## src/rtl/comp_gain_loader.sv

```systemverilog
// rtl/comp_gain_loader.sv - compressor gain table load sequencer (shadow RAM -> serial SRL)
// Optional macro COMP_LOAD_MUTE_EN: drive mute while the table is being rewritten.
module comp_gain_loader #(
  parameter int ENTRIES  = 128,
  parameter int AW       = 7,
  parameter int DW       = 8,
  parameter int FLAT_VAL = 16,
  parameter int LOAD_DIV = 1
) (
  input  logic          clk,
  input  logic          rst,
  input  logic [AW-1:0] hwa,
  input  logic [DW-1:0] hwd,
  input  logic          hwe,
  input  logic          cmd_load,
  input  logic          cmd_flat,
  output logic [DW-1:0] cin,
  output logic          cwe,
  output logic          busy,
  output logic          done,
  output logic          mute,
  output logic          werr
);

  typedef enum logic [1:0] {IDLE, PRIME, STREAM, DONE} state_t;

  localparam logic [4:0]    DIV_LAST = 5'(LOAD_DIV - 1);
  localparam logic [AW-1:0] PTR_TOP  = AW'(ENTRIES - 1);

  state_t        state, state_nxt;
  logic [DW-1:0] ram [ENTRIES];
  logic [DW-1:0] rdata;
  logic [DW-1:0] cin_q;
  logic [DW-1:0] src;
  logic [AW-1:0] ptr, ptr_nxt;
  logic [4:0]    div_cnt;
  logic          flat_mode;
  logic          accept;
  logic          tick;

  assign accept = (state == IDLE) && (cmd_load || cmd_flat);
  assign tick   = (state == STREAM) && (div_cnt == DIV_LAST);

  always_ff @(posedge clk or posedge rst) begin
    if (rst) state <= IDLE;
    else     state <= state_nxt;
  end

  always_comb begin
    state_nxt = state;
    case (state)
      IDLE:    if (cmd_load || cmd_flat) state_nxt = PRIME;
      PRIME:   state_nxt = STREAM;
      STREAM:  if (tick && (ptr == '0)) state_nxt = DONE;
      DONE:    state_nxt = IDLE;
      default: state_nxt = IDLE;
    endcase
  end

  always_comb begin
    busy = 1'b0;
    done = 1'b0;
    cwe  = 1'b0;
    case (state)
      PRIME:   busy = 1'b1;
      STREAM:  begin busy = 1'b1; cwe = tick; end
      DONE:    done = 1'b1;
      default: ;
    endcase
  end

`ifdef COMP_LOAD_MUTE_EN
  always_comb mute = (state != IDLE);
`else
  assign mute = 1'b0;
`endif

  // The RAM is addressed with the next pointer so rdata always tracks ram[ptr].
  always_comb begin
    ptr_nxt = ptr;
    if (accept)    ptr_nxt = PTR_TOP;
    else if (tick) ptr_nxt = ptr - AW'(1);
  end

  always_ff @(posedge clk) begin
    if (hwe && (state == IDLE)) ram[hwa] <= hwd;
    rdata <= ram[ptr_nxt];
  end

  always_ff @(posedge clk or posedge rst) begin
    if (rst) begin
      ptr       <= '0;
      div_cnt   <= '0;
      flat_mode <= 1'b0;
      cin_q     <= '0;
      werr      <= 1'b0;
    end else begin
      ptr <= ptr_nxt;
      if (state != STREAM || tick) div_cnt <= '0;
      else                         div_cnt <= div_cnt + 5'd1;
      if (accept) flat_mode <= cmd_flat;
      if (cwe)    cin_q <= src;
      if (accept)
        werr <= 1'b0;
      else if ((state != IDLE) && (hwe || cmd_load || cmd_flat))
        werr <= 1'b1;
    end
  end

  assign src = flat_mode ? DW'(FLAT_VAL) : rdata;
  // cin follows the source during a pulse and holds the last shifted value otherwise.
  assign cin = cwe ? src : cin_q;

endmodule

```

## config.mk

```make
export PLATFORM = sky130hd
export DESIGN_NAME = comp_gain_loader
export DESIGN_NICKNAME = d
export VERILOG_FILES = /design/src/rtl/comp_gain_loader.sv
export SDC_FILE = /design/constraint.sdc
export NUM_CORES = 1
export LEC_CHECK = 0
export CAP_MARGIN = 20
export CORE_UTILIZATION = 25
export DETAILED_ROUTE_END_ITERATION = 10
export SKIP_CTS_REPAIR_TIMING = 1
export SYNTH_ARGS = -nofsm -noshare
export SYNTH_HDL_FRONTEND = slang
export SYNTH_SLANG_ARGS = --single-unit
```

## constraint.sdc

```tcl
create_clock -name clk -period 3.55 [get_ports clk]
set_input_delay 0.71 -clock clk [delete_from_list [all_inputs] [get_ports clk]]
set_output_delay 0.71 -clock clk [all_outputs]
set_load 0.005 [all_outputs]
```

# Word-level counts from Yosys, hierarchy flattened
# Memories as Yosys holds them, arrays and structs flattened. A register that Yosys moved wholly into a read port is not among the register bits.
# Cells that the tools add are included.
# Widths: inputs -> output; s select.
[word_totals]
register_bits = 24
in_bits = 20
ramBits = 1024
memories = 1
[mem_list]
columns = ["memory", "words", "width", "read_ports", "rd_ports_with_merged_regs", "write_ports", "line", "source"]
rows = [
  ["ram", 128, 8, 1, 1, 1, "31", "logic [DW-1:0] ram [ENTRIES];"],
]
[op_classes]
mux = 15
addsub = 2
eq_ne = 6
n_reduce_logical = 16
[ops]
columns = ["op", "count"]
rows = [
  ["$mux 8", 2],
  ["$mux 7", 2],
  ["$pmux 2 s4", 1],
  ["$logic_not 7->1", 1],
  ["$mux 1", 7],
  ["$sub 7x1->7 const B", 1],
  ["$add 5x1->5 const B", 1],
  ["$logic_and 1x1->1", 5],
  ["$logic_not 5->1", 1],
  ["$mux 5", 1],
  ["$eq 2x2->1 const B", 2],
  ["$logic_or 1x1->1", 4],
  ["$mux 2", 2],
  ["$ne 2x1->1 const B", 2],
  ["$reduce_bool 2->1", 2],
  ["$eq 2x1->1 const B", 1],
  ["$logic_not 2->1", 1],
  ["$ne 2x2->1 const B", 1],
  ["$reduce_and 2->1", 1],
  ["$reduce_or 2->1", 1],
]

# Logic depth before layout (Yosys ltp)
[logic_depth]
ltp_word = 5
ltp_mapped = 17

# Worst setup path after synthesis
# No wires, ideal clock.
[synth_timing]
kind = "input to register"
from = "in cmd_load"
to = "reg rdata[4] (read register of ram)"
arrival_ns = 3.384
setup_slack_ns = 0.027
setup_ns = 0.140
cell_stages = 11
cell_sequence = "o21ai_0 clkbuf_1 o211ai_4 nand2_2 buf_4 buf_2 mux2_2 a2111oi_0 a21oi_1 a2111oi_0 o211ai_1"
[synth_between]
elab_chain_cells = 3
[synth_lines]
columns = ["element", "line", "source"]
rows = [
  ["from (decl)", "15", "input logic cmd_load,"],
  ["$logic_or 1x1->1", "41", "assign accept = (state == IDLE) && (cmd_load || cmd_flat);"],
  ["$logic_and 1x1->1", "41", ""],
  ["$mux 7", "81", "if (accept) ptr_nxt = PTR_TOP;"],
  ["to (decl)", "32", "logic [DW-1:0] rdata;"],
]
# Every way passes these cells.
# A chain may end at the register's enable or synchronous reset.

# Worst setup path after layout
[layout_timing]
from = "reg div_cnt[1]"
to = "reg rdata[4] (read register of ram)"
[layout_between]
elab_chain_cells = 4
[layout_lines]
columns = ["element", "line", "source"]
rows = [
  ["from (decl)", "36", "logic [4:0] div_cnt;"],
  ["from (signal assigned)", "100", "else div_cnt <= div_cnt + 5'd1;"],
  ["$logic_not 5->1", "42", "assign tick = (state == STREAM) && (div_cnt == DIV_LAST);"],
  ["$logic_and 1x1->1", "42", ""],
  ["$mux 7", "82", "else if (tick) ptr_nxt = ptr - AW'(1);"],
  ["$mux 7", "81", ""],
]
# Every way passes these cells.

==> reports/metrics.csv <==
metric,value,unit
status,"complete, but fails checks",
failing checks,setup timing,
CTS Buf Count,108,
Detail Placement HPWL,85200,microns
Worst Path Max Fanout,15,
setup_tns,-0.427,ns
CP cell instances,"inv_2, ha_4, or4b_4, buf_6, buf_12, nor4_4, buf_4, buf_4, buf_4, o21ai_0, a211oi_2, a2111oi_2, a21oi_2, a2111oi_4, buf_4, o211ai_1",
IO Port Bufs,31,
worst skew pair latency,0.71,ns
Max Transition Viols Final,0,
die height,415,microns
# nets final,3365,
critical path's top delay family,compound AO/OA/AOI/OAI gates,
Synth Area per Inst,15.2,sq um
Yosys top cell area share,71.9,%
# DRC,0,
min Tclk post-route,3.67,ns
Power per Cell Area,704,nW/um^2
Seq cells post-synth,1056,
Crit-path slowest cell,or4b_4,
Crit path largest cell delay,0.55,ns
largest net degree at the start of global routing,129,
synth unique cells,84,
Synthesized Nets,2845,
routability-driven placement congestion ratio,0.913,
Place WS,-0.902,ns
Synth top cells by count,"edfxtp_1 (1,024), nand2_1 (341), nor2_1 (168), a21oi_1 (114), nand3_1 (108)",
top_reg_cell synth,edfxtp_1,
Pre-Repair DR Iteration Count,5,
H-tree levels,3,
drt wl/cell,23.1,microns
R2R setup slack,-0.12,ns
I/O pin count,33,
All-Layer GR Usage,14.4,%
Max Clock Skew,0.0330,ns
Yosys top cell by area,edfxtp_1,
normalized max-slew margin,49.6,%
floorplan row count,151,
vias in the first global route,27100,
"Data required, critical path",4.17,ns
Max-Cap Viols,0,
Final Total Pwr,38.3,mW
initial antenna violation count,3,
core area,170000,sq um
most frequent cell after synthesis,edfxtp_1,
vias,28000,
CP dominant cell by count,buf_4,
Final setup viols,6,
WP buf/inv,7,
die area,173000,sq um
worst min-delay path class,in -> async,
Least-Margin Pin Slew,0.757,ns
"Seq/Total Area, Yosys",73.7,%
VDD IR-drop max,0.000444,V
Post-synth EDFFs,1024,
maximum clock frequency,272,MHz
ANT nets after route,0,
Critical R2R Launch,div_cnt[1],
final wirelength,130000,microns
maximum clock path buffer count,3,
vias per cell,4.96,
LEAKAGE,18.5,nW
Starting Density,25.2,%
PnR worst setup slack,-0.120,ns
"Core Util, Final",32.1,%
largest cells by area after synthesis,"edfxtp_1 (72%), nand2_1 (3.0%), mux4_2 (2.7%)",
RSZ-0062 raised after global routing,true,
share of cells above drive strength 1,27.4,%
CTS Root Cell,clkbuf_16,
Area Overhead vs Synth,27.4,%
Final period util,103,%
critical path class,reg -> reg,
Syn Std Cell Area,42700,sq um
worst path arrival time,4.29,ns
global-route wire length before repair,187000,microns
final hold violations,0,
"Clk pin slew, worst setup/hold paths",0.06,ns
Cells after Synth,2819,
Die X-Extent,415,microns
initial DRC count,3495,
asr flop ratio synth,2.27,%
CTS tree,yes,
grt ovf,0,
clk sink count,1056,
worst reg-to-reg path cell count,16,
Setup crit end kind,flip-flop,
worst r2r dst,rdata[4],
yosys warns,0,
Setup crit start kind,flip-flop,
==> flip-flops by register name (all words and copies together), names as in the netlist <==
name	cells
cin_q	8
div_cnt	5
flat_mode	1
ptr	7
ram	1024
rdata	8
state	2
werr	1
==> worst max path at each step <==
stage                           from        to  slack, ns  cells after the start
after CTS                 div_cnt[0]  rdata[4]      -0.65                     16
after floorplan             cmd_load  rdata[4]       0.03                     11
after global placement      cmd_load  rdata[4]      -0.89                     13
after global routing      div_cnt[1]  rdata[3]      -0.19                     15
final                     div_cnt[1]  rdata[4]      -0.12                     16
after detailed placement    cmd_load  rdata[4]      -0.90                     13
==> per-layer routing <==
metal,track usage [%],routed length [microns],up-vias
met5,0,25,-
met4,4.65,4160,4
met3,2.60,10800,230
met2,23.2,61200,1369
met1,19.7,54000,14300
li1,-,-,12200
==> stage by stage <==
step                hold slack, ns  cells  instance area, sq um
finish                       0.406   5649                 54500
global route                 0.415   5648                 54500
CTS                          0.378   5612                 53100
detailed placement           0.466   5412                 49600
global placement             0.464   5412                 49600
floorplan                    0.451   2819                 42700
==> where the power goes <==
group / total [mW] / switching [mW] / leakage, nW / internal [mW]
registers: 14.0 / 0.160 / 9.55 / 13.8
clock network: 11.2 / 4.75 / 1.65 / 6.48
logic: 13.1 / 7.42 / 7.28 / 5.70
total: 38.3 / 12.3 / 18.5 / 26.0
==> logic make-up after synthesis <==
kind of cell	count (synthesis)	synth area share, %
buf+inv	205	2.12
simple gates	785	8.41
mux	192	6.09
compound gates	567	9.33
other cells	1	0.00877
xor+xnor	7	0.143
flops	1056	73.7
fa+ha+maj	6	0.176
==> final cells by class <==
| type | instances | area, sq um |
|---|---|---|
| inverters | 18 | 98.8 |
| multi-input cells | 1558 | 11100 |
| repair inverters | 1 | 8.76 |
| clock buffers | 145 | 2880 |
| clock inverters | 55 | 571 |
| flip-flops and latches | 1056 | 31500 |
| repair buffers | 596 | 5500 |
| well taps | 2218 | 2780 |
| fillers | 16400 | 115000 |
| diodes | 2 | 5.00 |
==> cell usage in the layout, fill, tap and decap left out, types with 51 or more instances in the layout <==
| cell | synthesis | routed |
|---|---|---|
| nand4_1 | 51 | 51 |
| buf_4 | 17 | 485 |
| clkbuf_16 | 0 | 117 |
| nor2_1 | 168 | 160 |
| mux4_2 | 51 | 51 |
| nand3_1 | 108 | 104 |
| mux2i_1 | 106 | 100 |
| edfxtp_1 | 1024 | 1024 |
| a211oi_1 | 95 | 84 |
| nand2_1 | 341 | 339 |
| a21oi_1 | 114 | 108 |
| o21ai_0 | 74 | 53 |
==> worst reg2reg max path: stages (launching register included) <==
cell and delay (ns):
dfrtp_1 0.38, inv_2 0.07, ha_4 0.13, or4b_4 0.55, buf_6 0.18, buf_12 0.14, nor4_4 0.36, buf_4 0.21
buf_4 0.11, buf_4 0.21, o21ai_0 0.14, a211oi_2 0.31, a2111oi_2 0.10, a21oi_2 0.37, a2111oi_4 0.12, buf_4 0.15
o211ai_1 0.08
Power figures use the tool's default switching activity.
